## src/rtl/fp_pkg.sv

```systemverilog
// Shared floating-point definitions for the sequential subtractor and its companion adder.
//   - state enum for the multi-cycle datapath
//   - bias / all-ones exponent constants for the default format
//   - fp_t word layout {sign, exp, frac}, sized by FP_EXP_WIDTH / FP_MANTISSA_WIDTH macros
//   - exp_max(): all-ones exponent value for an arbitrary exponent width
`ifndef FP_EXP_WIDTH
`define FP_EXP_WIDTH 8
`endif
`ifndef FP_MANTISSA_WIDTH
`define FP_MANTISSA_WIDTH 23
`endif

package fp_pkg;

    localparam int FP_E       = `FP_EXP_WIDTH;
    localparam int FP_M       = `FP_MANTISSA_WIDTH;
    localparam int FP_BIAS    = (1 << (FP_E - 1)) - 1;
    localparam int FP_EXP_MAX = (1 << FP_E) - 1;

    typedef enum logic [2:0] {
        ST_IDLE  = 3'd0,
        ST_ALIGN = 3'd1,
        ST_ADD   = 3'd2,
        ST_NORM  = 3'd3,
        ST_PACK  = 3'd4
    } fps_state_e;

    typedef struct packed {
        logic                          sign;
        logic [`FP_EXP_WIDTH-1:0]      exp;
        logic [`FP_MANTISSA_WIDTH-1:0] frac;
    } fp_t;

    function automatic int unsigned exp_max(input int unsigned exp_w);
        return (32'd1 << exp_w) - 32'd1;
    endfunction

endpackage

```

## src/rtl/fp_unpack.sv

```systemverilog
// Splits a floating-point word into its fields.
// A zero exponent is treated as zero: the hidden bit is cleared and any
// denormal fraction is flushed, so mant is all zeros for such operands.
//   word    : {sign, exp, frac}
//   sign    : sign bit
//   exp     : raw biased exponent
//   mant    : {hidden, frac}, zero when exp == 0
//   is_zero : exp == 0
module fp_unpack #(
    parameter int EXP_WIDTH      = 8,
    parameter int MANTISSA_WIDTH = 23
) (
    input  logic [EXP_WIDTH+MANTISSA_WIDTH:0] word,
    output logic                              sign,
    output logic [EXP_WIDTH-1:0]              exp,
    output logic [MANTISSA_WIDTH:0]           mant,
    output logic                              is_zero
);

    always_comb begin
        sign    = word[EXP_WIDTH+MANTISSA_WIDTH];
        exp     = word[EXP_WIDTH+MANTISSA_WIDTH-1:MANTISSA_WIDTH];
        is_zero = (exp == '0);
        mant    = is_zero ? '0 : {1'b1, word[MANTISSA_WIDTH-1:0]};
    end

endmodule

```

## src/rtl/fp_seq_subtractor.sv

```systemverilog
// Multi-cycle floating-point subtractor: fps_out = a_in - b_in.
// Optional build macro: FPS_ROUND_NEAREST_EN (round to nearest-even with a
// sticky bit instead of truncating the guard bits).
//   clk_in        : clock, rising edge
//   reset_in      : asynchronous active-high reset
//   start_in      : request, sampled only in IDLE
//   a_in, b_in    : minuend / subtrahend {sign, exp, frac}
//   busy_out      : high in every state except IDLE
//   done_out      : one-cycle pulse when a new result is valid
//   fps_out       : result, held until the next completed operation
//   overflow_out  : result exponent reached all-ones
//   underflow_out : nonzero result fell below the smallest normal exponent
//
// state    | meaning
// ---------+------------------------------------------------------------
// ST_IDLE  | waiting for start_in; operands captured and ordered on start
// ST_ALIGN | small mantissa shifted right one bit per cycle
// ST_ADD   | magnitudes added or subtracted
// ST_NORM  | carry shifted out, or leading one shifted up one bit per cycle
// ST_PACK  | result and flags registered
module fp_seq_subtractor
    import fp_pkg::*;
#(
    parameter int EXP_WIDTH      = 8,
    parameter int MANTISSA_WIDTH = 23
) (
    input  logic                              clk_in,
    input  logic                              reset_in,
    input  logic                              start_in,
    input  logic [EXP_WIDTH+MANTISSA_WIDTH:0] a_in,
    input  logic [EXP_WIDTH+MANTISSA_WIDTH:0] b_in,
    output logic                              busy_out,
    output logic                              done_out,
    output logic [EXP_WIDTH+MANTISSA_WIDTH:0] fps_out,
    output logic                              overflow_out,
    output logic                              underflow_out
);

    localparam int E   = EXP_WIDTH;
    localparam int M   = MANTISSA_WIDTH;
    localparam int W   = 1 + E + M;
    localparam int MW  = M + 3;                 // hidden + fraction + 2 guard bits
    localparam int CW  = $clog2(MW + 1);
    // Wide enough to hold all-ones + 1 and to go below zero by a full normalisation.
    localparam int EXW = ((E > $clog2(MW + 1)) ? E : $clog2(MW + 1)) + 2;
    localparam logic signed [EXW-1:0] EXP_ALL = EXW'(exp_max(E));

    fps_state_e state, state_nxt;

    logic          a_sign, b_sign, a_zero, b_zero;
    logic [E-1:0]  a_exp, b_exp;
    logic [M:0]    a_mant, b_mant;

    logic          a_is_big;
    logic [E-1:0]  exp_diff;
    logic [CW-1:0] align_load;

    logic                  res_sign;
    logic signed [EXW-1:0] res_exp;
    logic [MW-1:0]         big_mant, small_mant;
    logic                  eff_sub;
    logic [CW-1:0]         align_cnt;
    logic [MW:0]           sum;
    logic                  done_pend;

    logic signed [EXW-1:0] pack_exp;
    logic [M-1:0]          pack_frac;
    logic [W-1:0]          pack_word;
    logic                  pack_ovf, pack_unf;

`ifdef FPS_ROUND_NEAREST_EN
    logic       sticky;
    logic       round_up;
    logic [M+1:0] mant_rnd;
`endif

    fp_unpack #(.EXP_WIDTH(E), .MANTISSA_WIDTH(M)) u_unpack_a (
        .word    (a_in),
        .sign    (a_sign),
        .exp     (a_exp),
        .mant    (a_mant),
        .is_zero (a_zero)
    );

    fp_unpack #(.EXP_WIDTH(E), .MANTISSA_WIDTH(M)) u_unpack_b (
        .word    (b_in),
        .sign    (b_sign),
        .exp     (b_exp),
        .mant    (b_mant),
        .is_zero (b_zero)
    );

    // Operand ordering by magnitude; a zero operand always ranks lowest.
    always_comb begin
        a_is_big = ((a_zero ? {(E+M){1'b0}} : {a_exp, a_mant[M-1:0]}) >=
                    (b_zero ? {(E+M){1'b0}} : {b_exp, b_mant[M-1:0]}));
        exp_diff = a_is_big ? (a_exp - b_exp) : (b_exp - a_exp);
        if (32'(exp_diff) > 32'(MW)) begin
            align_load = CW'(MW);
        end else begin
            align_load = CW'(exp_diff);
        end
    end

    always_ff @(posedge clk_in or posedge reset_in) begin
        if (reset_in) begin
            state <= ST_IDLE;
        end else begin
            state <= state_nxt;
        end
    end

    always_comb begin
        state_nxt = state;
        case (state)
            ST_IDLE:  if (start_in) state_nxt = ST_ALIGN;
            ST_ALIGN: if (align_cnt <= CW'(1)) state_nxt = ST_ADD;
            ST_ADD:   state_nxt = ST_NORM;
            // Leave when the carry is handled, the sum is zero, or the hidden
            // position is (or will be after this shift) set.
            ST_NORM:  if (sum[MW] || (sum == '0) || sum[MW-1] || sum[MW-2])
                          state_nxt = ST_PACK;
            ST_PACK:  state_nxt = ST_IDLE;
            default:  state_nxt = ST_IDLE;
        endcase
    end

    always_comb begin
        busy_out = (state != ST_IDLE);
    end

    always_ff @(posedge clk_in or posedge reset_in) begin
        if (reset_in) begin
            res_sign   <= 1'b0;
            res_exp    <= '0;
            big_mant   <= '0;
            small_mant <= '0;
            eff_sub    <= 1'b0;
            align_cnt  <= '0;
            sum        <= '0;
`ifdef FPS_ROUND_NEAREST_EN
            sticky     <= 1'b0;
`endif
        end else begin
            case (state)
                ST_IDLE: if (start_in) begin
                    // b enters with its sign inverted; the result takes the big operand's sign.
                    res_sign   <= a_is_big ? a_sign : ~b_sign;
                    res_exp    <= EXW'(a_is_big ? a_exp : b_exp);
                    big_mant   <= {(a_is_big ? a_mant : b_mant), 2'b00};
                    small_mant <= {(a_is_big ? b_mant : a_mant), 2'b00};
                    // Like-signed raw operands become a magnitude subtraction.
                    eff_sub    <= (a_sign == b_sign);
                    align_cnt  <= align_load;
`ifdef FPS_ROUND_NEAREST_EN
                    sticky     <= 1'b0;
`endif
                end
                ST_ALIGN: if (align_cnt != '0) begin
                    small_mant <= small_mant >> 1;
                    align_cnt  <= align_cnt - CW'(1);
`ifdef FPS_ROUND_NEAREST_EN
                    sticky     <= sticky | small_mant[0];
`endif
                end
                ST_ADD: begin
                    sum <= eff_sub ? ({1'b0, big_mant} - {1'b0, small_mant})
                                   : ({1'b0, big_mant} + {1'b0, small_mant});
                end
                ST_NORM: begin
                    if (sum[MW]) begin
                        sum     <= sum >> 1;
                        res_exp <= res_exp + EXW'(1);
`ifdef FPS_ROUND_NEAREST_EN
                        sticky  <= sticky | sum[0];
`endif
                    end else if ((sum != '0) && !sum[MW-1]) begin
                        sum     <= sum << 1;
                        res_exp <= res_exp - EXW'(1);
                    end
                end
                default: ;
            endcase
        end
    end

    always_comb begin
        pack_exp  = res_exp;
        pack_frac = sum[MW-2:2];
`ifdef FPS_ROUND_NEAREST_EN
        round_up  = sum[1] & (sum[0] | sticky | sum[2]);
        mant_rnd  = {1'b0, sum[MW-1:2]} + (M+2)'(round_up);
        if (mant_rnd[M+1]) begin
            // Rounding carried past the hidden bit: mantissa becomes 1.0, exponent +1.
            pack_exp  = res_exp + EXW'(1);
            pack_frac = '0;
        end else begin
            pack_frac = mant_rnd[M-1:0];
        end
`endif
        pack_word = {res_sign, pack_exp[E-1:0], pack_frac};
        pack_ovf  = 1'b0;
        pack_unf  = 1'b0;
        if (sum == '0) begin
            pack_word = '0;
        end else if (pack_exp >= EXP_ALL) begin
            pack_word = {res_sign, {E{1'b1}}, {M{1'b0}}};
            pack_ovf  = 1'b1;
        end else if (pack_exp <= 0) begin
            pack_word = {res_sign, {(W-1){1'b0}}};
            pack_unf  = 1'b1;
        end
    end

    // Result registers update on the PACK edge; done follows one edge later,
    // in IDLE, so the pulse marks a result that is already stable.
    always_ff @(posedge clk_in or posedge reset_in) begin
        if (reset_in) begin
            fps_out       <= '0;
            overflow_out  <= 1'b0;
            underflow_out <= 1'b0;
            done_pend     <= 1'b0;
            done_out      <= 1'b0;
        end else begin
            done_pend <= (state == ST_PACK);
            done_out  <= done_pend;
            if (state == ST_PACK) begin
                fps_out       <= pack_word;
                overflow_out  <= pack_ovf;
                underflow_out <= pack_unf;
            end
        end
    end

endmodule

```

## config.mk

```make
export PLATFORM = sky130hd
export DESIGN_NAME = fp_seq_subtractor
export DESIGN_NICKNAME = d
export VERILOG_FILES = /design/src/rtl/fp_pkg.sv /design/src/rtl/fp_unpack.sv /design/src/rtl/fp_seq_subtractor.sv
export SDC_FILE = /design/constraint.sdc
export NUM_CORES = 1
export LEC_CHECK = 0
export CAP_MARGIN = 20
export CORE_MARGIN = 2
export CORE_UTILIZATION = 40
export DETAILED_ROUTE_END_ITERATION = 10
export PLACE_DENSITY_LB_ADDON = 0.1
export SLEW_MARGIN = 25
export SYNTH_ARGS = -nofsm -noshare
export SYNTH_HDL_FRONTEND = slang
export SYNTH_SLANG_ARGS = --single-unit
```

## constraint.sdc

```tcl
create_clock -name clk_in -period 5.7 [get_ports clk_in]
set_input_delay 1.14 -clock clk_in [delete_from_list [all_inputs] [get_ports clk_in]]
set_output_delay 1.14 -clock clk_in [all_outputs]
set_load 0.03 [all_outputs]
```

==> flow_metrics.tcl, run 1 <==
set metrics [dict create \
    status "finished, final reports clean" \
    fin_util_pct 47.4 \
    dpl_cell_area_um2 12200 \
    insertion_delay_ps 430 \
    internal_power_mw 3.70 \
    switching_share_pct 47.4 \
    cts_tree "done" \
    p_comb_share_pct 58.4 \
    crit_path_end_kind "flop" \
    synth_mux_area_share_pct 2.86 \
    synth-xor-area-share_pct 3.51 \
    final-setup-viol-count 0 \
    totalPowerFinal_mw 7.04 \
    ctsHoldBuffers 0 \
    synthCells 1355 \
    cts_buffers 17 \
    root_buffer "clkbuf_16" \
    dieArea_um2 28700 \
    yosysTopAreaCell "dfrtp_1" \
    syn_area_um2 10900 \
    min_path_cells 0 \
    synth_warnings 0 \
    grt_overflow 0 \
    crit_type "primary input to flop" \
    critPathSlowestCell "clkdlybuf4s50_1" \
    post_cts_resized 0 \
    power_density_nw_per_um2 551 \
    power.share.sequential_pct 25.7 \
    period_minus_slack_ps 4710 \
    cp.required_ps 6020 \
    synthTopCellsByArea "dfrtp_1 (30%), ha_1 (12%), a21oi_1 (6.2%)" \
    hold_class "flop to flop" \
    pwr-share-clk_pct 15.8 \
    peakVddDrop_mv 0.292 \
    rsz0062_at_grt "no" \
    ant_nets 0 \
    antenna_found_initial 0 \
    grt_pass1_vias 8969 \
    ff2ff_path_depth 13 \
    grt.total_usage_pct 20.1 \
    synth-seq-cells 133 \
    drv_cap 0 \
    p_sw_mw 3.33 \
    synth-compound-area-share_pct 25.9 \
    yosysSeqAreaShare_pct 30.4 \
    clk_pin_slew_worst_paths_ps 60 \
    routed_wl_mm 28.3 \
    synth_simple_gate_area_share_pct 18.2 \
    synth_ff_type "dfrtp_1" \
    dp_cells 1723 \
    min_period_over_period_pct 82.7 \
    io_pins 103 \
    gp_congestion 0.916 \
    tns_ps 0 \
    post_cts_buffers 0 \
    drv_slew 0 \
    synthAdderAreaFrac_pct 12.7 \
    final_net_count 1577 \
    grt_max_degree 96 \
    n_antenna_cell 0 \
    yosysMostFrequentCell "nand2_1" \
    drive_above_1_share_pct 6.15 \
    clock_path_buffers 2 \
    crit_top_cell "buf_4" \
    syn_to_final_growth_pct 16.6 \
    drt_iter0_drc 728 \
    p_leak_nw 5.72 \
    critPathArrivalTime_ps 5030 \
    synthTopCellsByCount "nand2_1 (154), a21oi_1 (136), dfrtp_1 (133), nor2_1 (124), ha_1 (105)" \
    slew_headroom_pct 44.4 \
    final_area_um2 12800 \
    start_util_pct 40.6 \
    first_pass_iters 5 \
    start_kind "primary input" \
    skew_ps 18.9 \
    cts_sinks 133 \
    synthArstFlopShare_pct 100 \
    cts.htree.levels 4 \
    port_buffers 102 \
    place_hpwl_mm 21.4 \
    synth_edf_count 0 \
    max_freq_ghz 0.212 \
    wl_per_cell_um 16.1 \
    synth_top_family_by_area "compound AO/OA/AOI/OAI gates" \
    yosysUniqueCellTypes 81 \
    dieWidth_um 169 \
    synth_fp_nets 1531 \
    core_um2 27000 \
    vias_per_cell 5.43 \
    crit_fanout 26 \
    hold_viol_final 0 \
    dr_total_vias 9523 \
    die_h_um 169 \
    max_stage_delay_ps 530 \
    finalNonFillerCells 1755 \
    grt_pass1_wl_mm 46.8 \
    drc 0 \
    yosysTopAreaCellShare_pct 30.4 \
    worstPathCellList "clkdlybuf4s50_1 -> nor4_1 -> nand2_1 -> buf_4 -> and2_1 -> ha_1 -> a211oi_1 -> nor2_1 -> o31ai_1 -> a21oi_2 -> o21ai_4 -> buf_4 -> mux2i_1 -> xnor2_1 -> or3b_1 -> o311ai_1" \
    tightest_slew_ps 834 \
    post_synth.cell_area_avg_um2 8.08 \
    rows 60 \
]
## cell usage in the layout, fill, tap and decap left out, types with 25 or more instances in the layout
cell type and instances:
o21ai_0 94, nor2b_1 30, clkdlybuf4s50_1 102, dfrtp_1 133, inv_1 80, a22o_1 25
xnor2_1 28, mux2i_1 29, and2_1 28, ha_1 105, a31oi_1 31, nand2_1 153
a21oi_1 136, nor2_1 124
## registers in the layout (all words and copies together), names as in the netlist
signal	cells
res_sign	1
small_mant	26
sum	27
state	3
done_out	1
eff_sub	1
overflow_out	1
big_mant	24
align_cnt	5
underflow_out	1
fps_out	32
done_pend	1
pack_exp	10
## path summary, 6_finish.rpt
kind	startpoint	slack, ps	endpoint
hold reg to reg	done_pend	350	done_out
hold / removal	done_pend	350	done_out
min in group asynchronous	reset_in	1240	fps_out[24]
max in group asynchronous	reset_in	3570	big_mant[13]
setup / recovery	a_in[24]	990	align_cnt[2]
setup reg to reg	sum[26]	2330	pack_exp[9]
## worst max-delay path, delay by kind of cell
| kind | cells | cell delay [ps] |
|---|---|---|
| AND/OR/NAND/NOR | 5 | 1060 |
| buffers and inverters | 3 | 1040 |
| XOR/XNOR | 1 | 150 |
| adder cells (fa/ha/maj) | 1 | 310 |
| AO/OA/AOI/OAI | 5 | 1070 |
| multiplexers | 1 | 240 |
## cell type report
class / instances / area (um^2)
fillers: 2648 / 14200
clock inverters: 14 / 151
multi-input cells: 1049 / 6930
inverters: 83 / 314
repair buffers: 117 / 1170
clock buffers: 18 / 439
flip-flops and latches: 133 / 3330
well taps: 341 / 427
## kinds of logic (layout without fill, tap and decap cells)
family                     after synthesis  count (layout)
xor gates and xnor gates                43              43
adders and majority gates              109             109
DFF                                    133             133
buffers and inverters                  173             232
muxes                                   31              31
and+or+nand+nor                        431             431
AOI/OAI and AO/OA                      435             435
## power groups by stage
stage	Combinational (mW)	Sequential, mW	Clock (mW)
6_report	4.11	1.81	1.11
5_1_grt	4.61	1.88	1.18
4_1_cts	4.11	1.81	1.14
3_5_place_dp	4.09	1.83	0
3_3_place_gp	4.05	1.82	0
2_1_floorplan	2.99	1.85	0
## layer usage
layer / global-route usage, % / routed length [um] / part of all wire [%]
met5: 0 / 0 / 0
met4: 4.98 / 363 / 1.3
met3: 1.91 / 1030 / 3.6
met2: 29.1 / 11600 / 41
met1: 31.8 / 15300 / 54
## stage by stage
step | hold slack (ps) | setup WS [ps]
after CTS | 353 | 959
after detailed placement | 339 | 525
after global placement | 335 | 535
after global routing | 379 | 630
final | 352 | 987
after floorplan | 331 | 1010
(Power assumes the default switching activity.)
==> run 2, diff against run 1 <==
==> constraint.sdc (replaced) <==
create_clock -name clk_in -period 4.3 [get_ports clk_in]
set_input_delay 0.86 -clock clk_in [delete_from_list [all_inputs] [get_ports clk_in]]
set_output_delay 0.86 -clock clk_in [all_outputs]
set_load 0.03 [all_outputs]
==> flow_metrics.tcl, run 2 (synthesized netlist as in run 1, its figures left out) <==
set metrics [dict create \
    grt.total_usage_pct 20.7 \
    cts_tree "done" \
    status "finished, final reports clean" \
    drive_above_1_share_pct 11.9 \
    routed_wl_mm 29.2 \
    place_ws_ps -596 \
    clk_pin_slew_worst_paths_ps 60 \
    finalNonFillerCells 1839 \
    largest_reg_flops 32 \
    crit_type "primary input to flop" \
    dp_cells 1804 \
    critPathSlowestCell "clkdlybuf4s50_1" \
    p_leak_nw 6.20 \
    root_buffer "clkbuf_16" \
    peakVddDrop_mv 0.368 \
    worstPathCellList "clkdlybuf4s50_1 -> nor4_4 -> nand2_2 -> buf_12 -> and2_1 -> ha_1 -> nand4_1 -> nor3_1 -> a31oi_1 -> nand3_2 -> o21ai_4 -> buf_6 -> a2111oi_2 -> a31o_2 -> nand2b_1 -> or3b_1 -> o311ai_1" \
    min_path_cells 0 \
    drc 0 \
    antenna_found_initial 0 \
    core_um2 27000 \
    top_regs "fps_out (32), sum (27), small_mant (26)" \
    power_density_nw_per_um2 698 \
    slew_headroom_pct 38.4 \
    layout_setup_ws_ps 160 \
    port_buffers 102 \
    final_area_um2 13600 \
    n_antenna_cell 0 \
    drt_iter0_drc 666 \
    io_pins 103 \
    vias_per_cell 5.33 \
    wl_per_cell_um 15.9 \
    crit_family "simple AND/OR/NAND/NOR gates" \
    crit_path_end_kind "flop" \
    dpl_cell_area_um2 12800 \
    crit_fanout 7 \
    hold_viol_final 0 \
    critPathBufInv 3 \
    tightest_slew_ps 922 \
    syn_to_final_growth_pct 23.8 \
    die_h_um 169 \
    grt_pass1_vias 9280 \
    ff2ff_path_depth 13 \
    critPathArrivalTime_ps 4460 \
    ctsHoldBuffers 0 \
    layout_commonest_cell "nand2_1" \
    rsz0062_at_grt "no" \
    top_register "fps_out" \
    totalPowerFinal_mw 9.46 \
    cp.required_ps 4620 \
    cts.htree.levels 4 \
    final_cell_mix "nand2_1 (152), a21oi_1 (136), dfrtp_1 (133), nor2_1 (124), ha_1 (103)" \
    place_hpwl_mm 22.1 \
    cts_buffers 17 \
    dr_total_vias 9811 \
    start_kind "primary input" \
    min_period_over_period_pct 96.3 \
    tns_ps 0 \
    cts_sinks 133 \
    drv_cap 0 \
    max_stage_delay_ps 470 \
    clock_path_buffers 2 \
    first_pass_iters 4 \
    cp_num_cells 17 \
    grt_pass1_wl_mm 48.6 \
    start_util_pct 40.6 \
    rows 60 \
    grt_max_degree 134 \
    hold_class "flop to flop" \
    gp_congestion 0.912 \
    skew_ps 10.3 \
    final-setup-viol-count 0 \
    grt_overflow 0 \
    ant_nets 0 \
    insertion_delay_ps 430 \
    period_minus_slack_ps 4140 \
    final_net_count 1661 \
    dieWidth_um 169 \
    dieArea_um2 28700 \
    max_freq_ghz 0.242 \
    drv_slew 0 \
]
## run 2: path summary, 6_finish.rpt
check	from	endpoint	slack, ps
setup / recovery	a_in[27]	align_cnt[2]	160
hold / removal	done_pend	done_out	350
min in group asynchronous	reset_in	fps_out[28]	1000
setup reg to reg	small_mant[2]	sum[24]	1020
hold reg to reg	done_pend	done_out	350
max in group asynchronous	reset_in	small_mant[2]	2770
## run 2: layer usage
layer	share of wire, %	vias up	track usage, %
met1	54	4517	32.3
met3	3.4	24	2.89
met4	1.2	0	4.46
li1	-	5075	-
met2	42	195	30.2
met5	0	-	0
## run 2: final cells by class
| cell class | instances | area, um^2 |
|---|---|---|
| Fill cell | 2587 | 13400 |
| Multi-Input combinational cell | 1049 | 7010 |
| Clock inverter | 14 | 176 |
| Tap cell | 341 | 427 |
| Timing Repair Buffer | 201 | 1870 |
| Inverter | 83 | 315 |
| Clock buffer | 18 | 429 |
| Sequential cell | 133 | 3330 |
## run 2: worst reg2reg max path: cells and delay by family (launching register included)
| kind | cells | cell delay (ps) |
|---|---|---|
| flops | 1 | 420 |
| simple gates | 1 | 60 |
| fa+ha+maj | 2 | 600 |
| xor+xnor | 1 | 220 |
| compound gates | 8 | 1790 |
| buf+inv | 1 | 50 |
## run 2: power breakdown
part	switching [mW]	leakage [nW]	internal [mW]
registers	0.611	1.67	1.80
logic	3.23	4.24	2.30
clock network	0.602	0.291	0.918
## run 2: through the flow
stage               utilization (%)  hold slack (ps)
CTS                            49.7              358
global route                   50.3              368
global placement               47.4              334
finish                         50.3              354
floorplan                         -              331
detailed placement             47.4              344
## run 2: what timing repair did
| action | in CTS | in global routing |
|---|---|---|
| endpoints found under the setup margin | 1 | 6 |
| pin swaps | 1 | 10 |
| setup buffers | 0 | 1 |
| resized for setup | 2 | 20 |
| gates cloned | 0 | 2 |
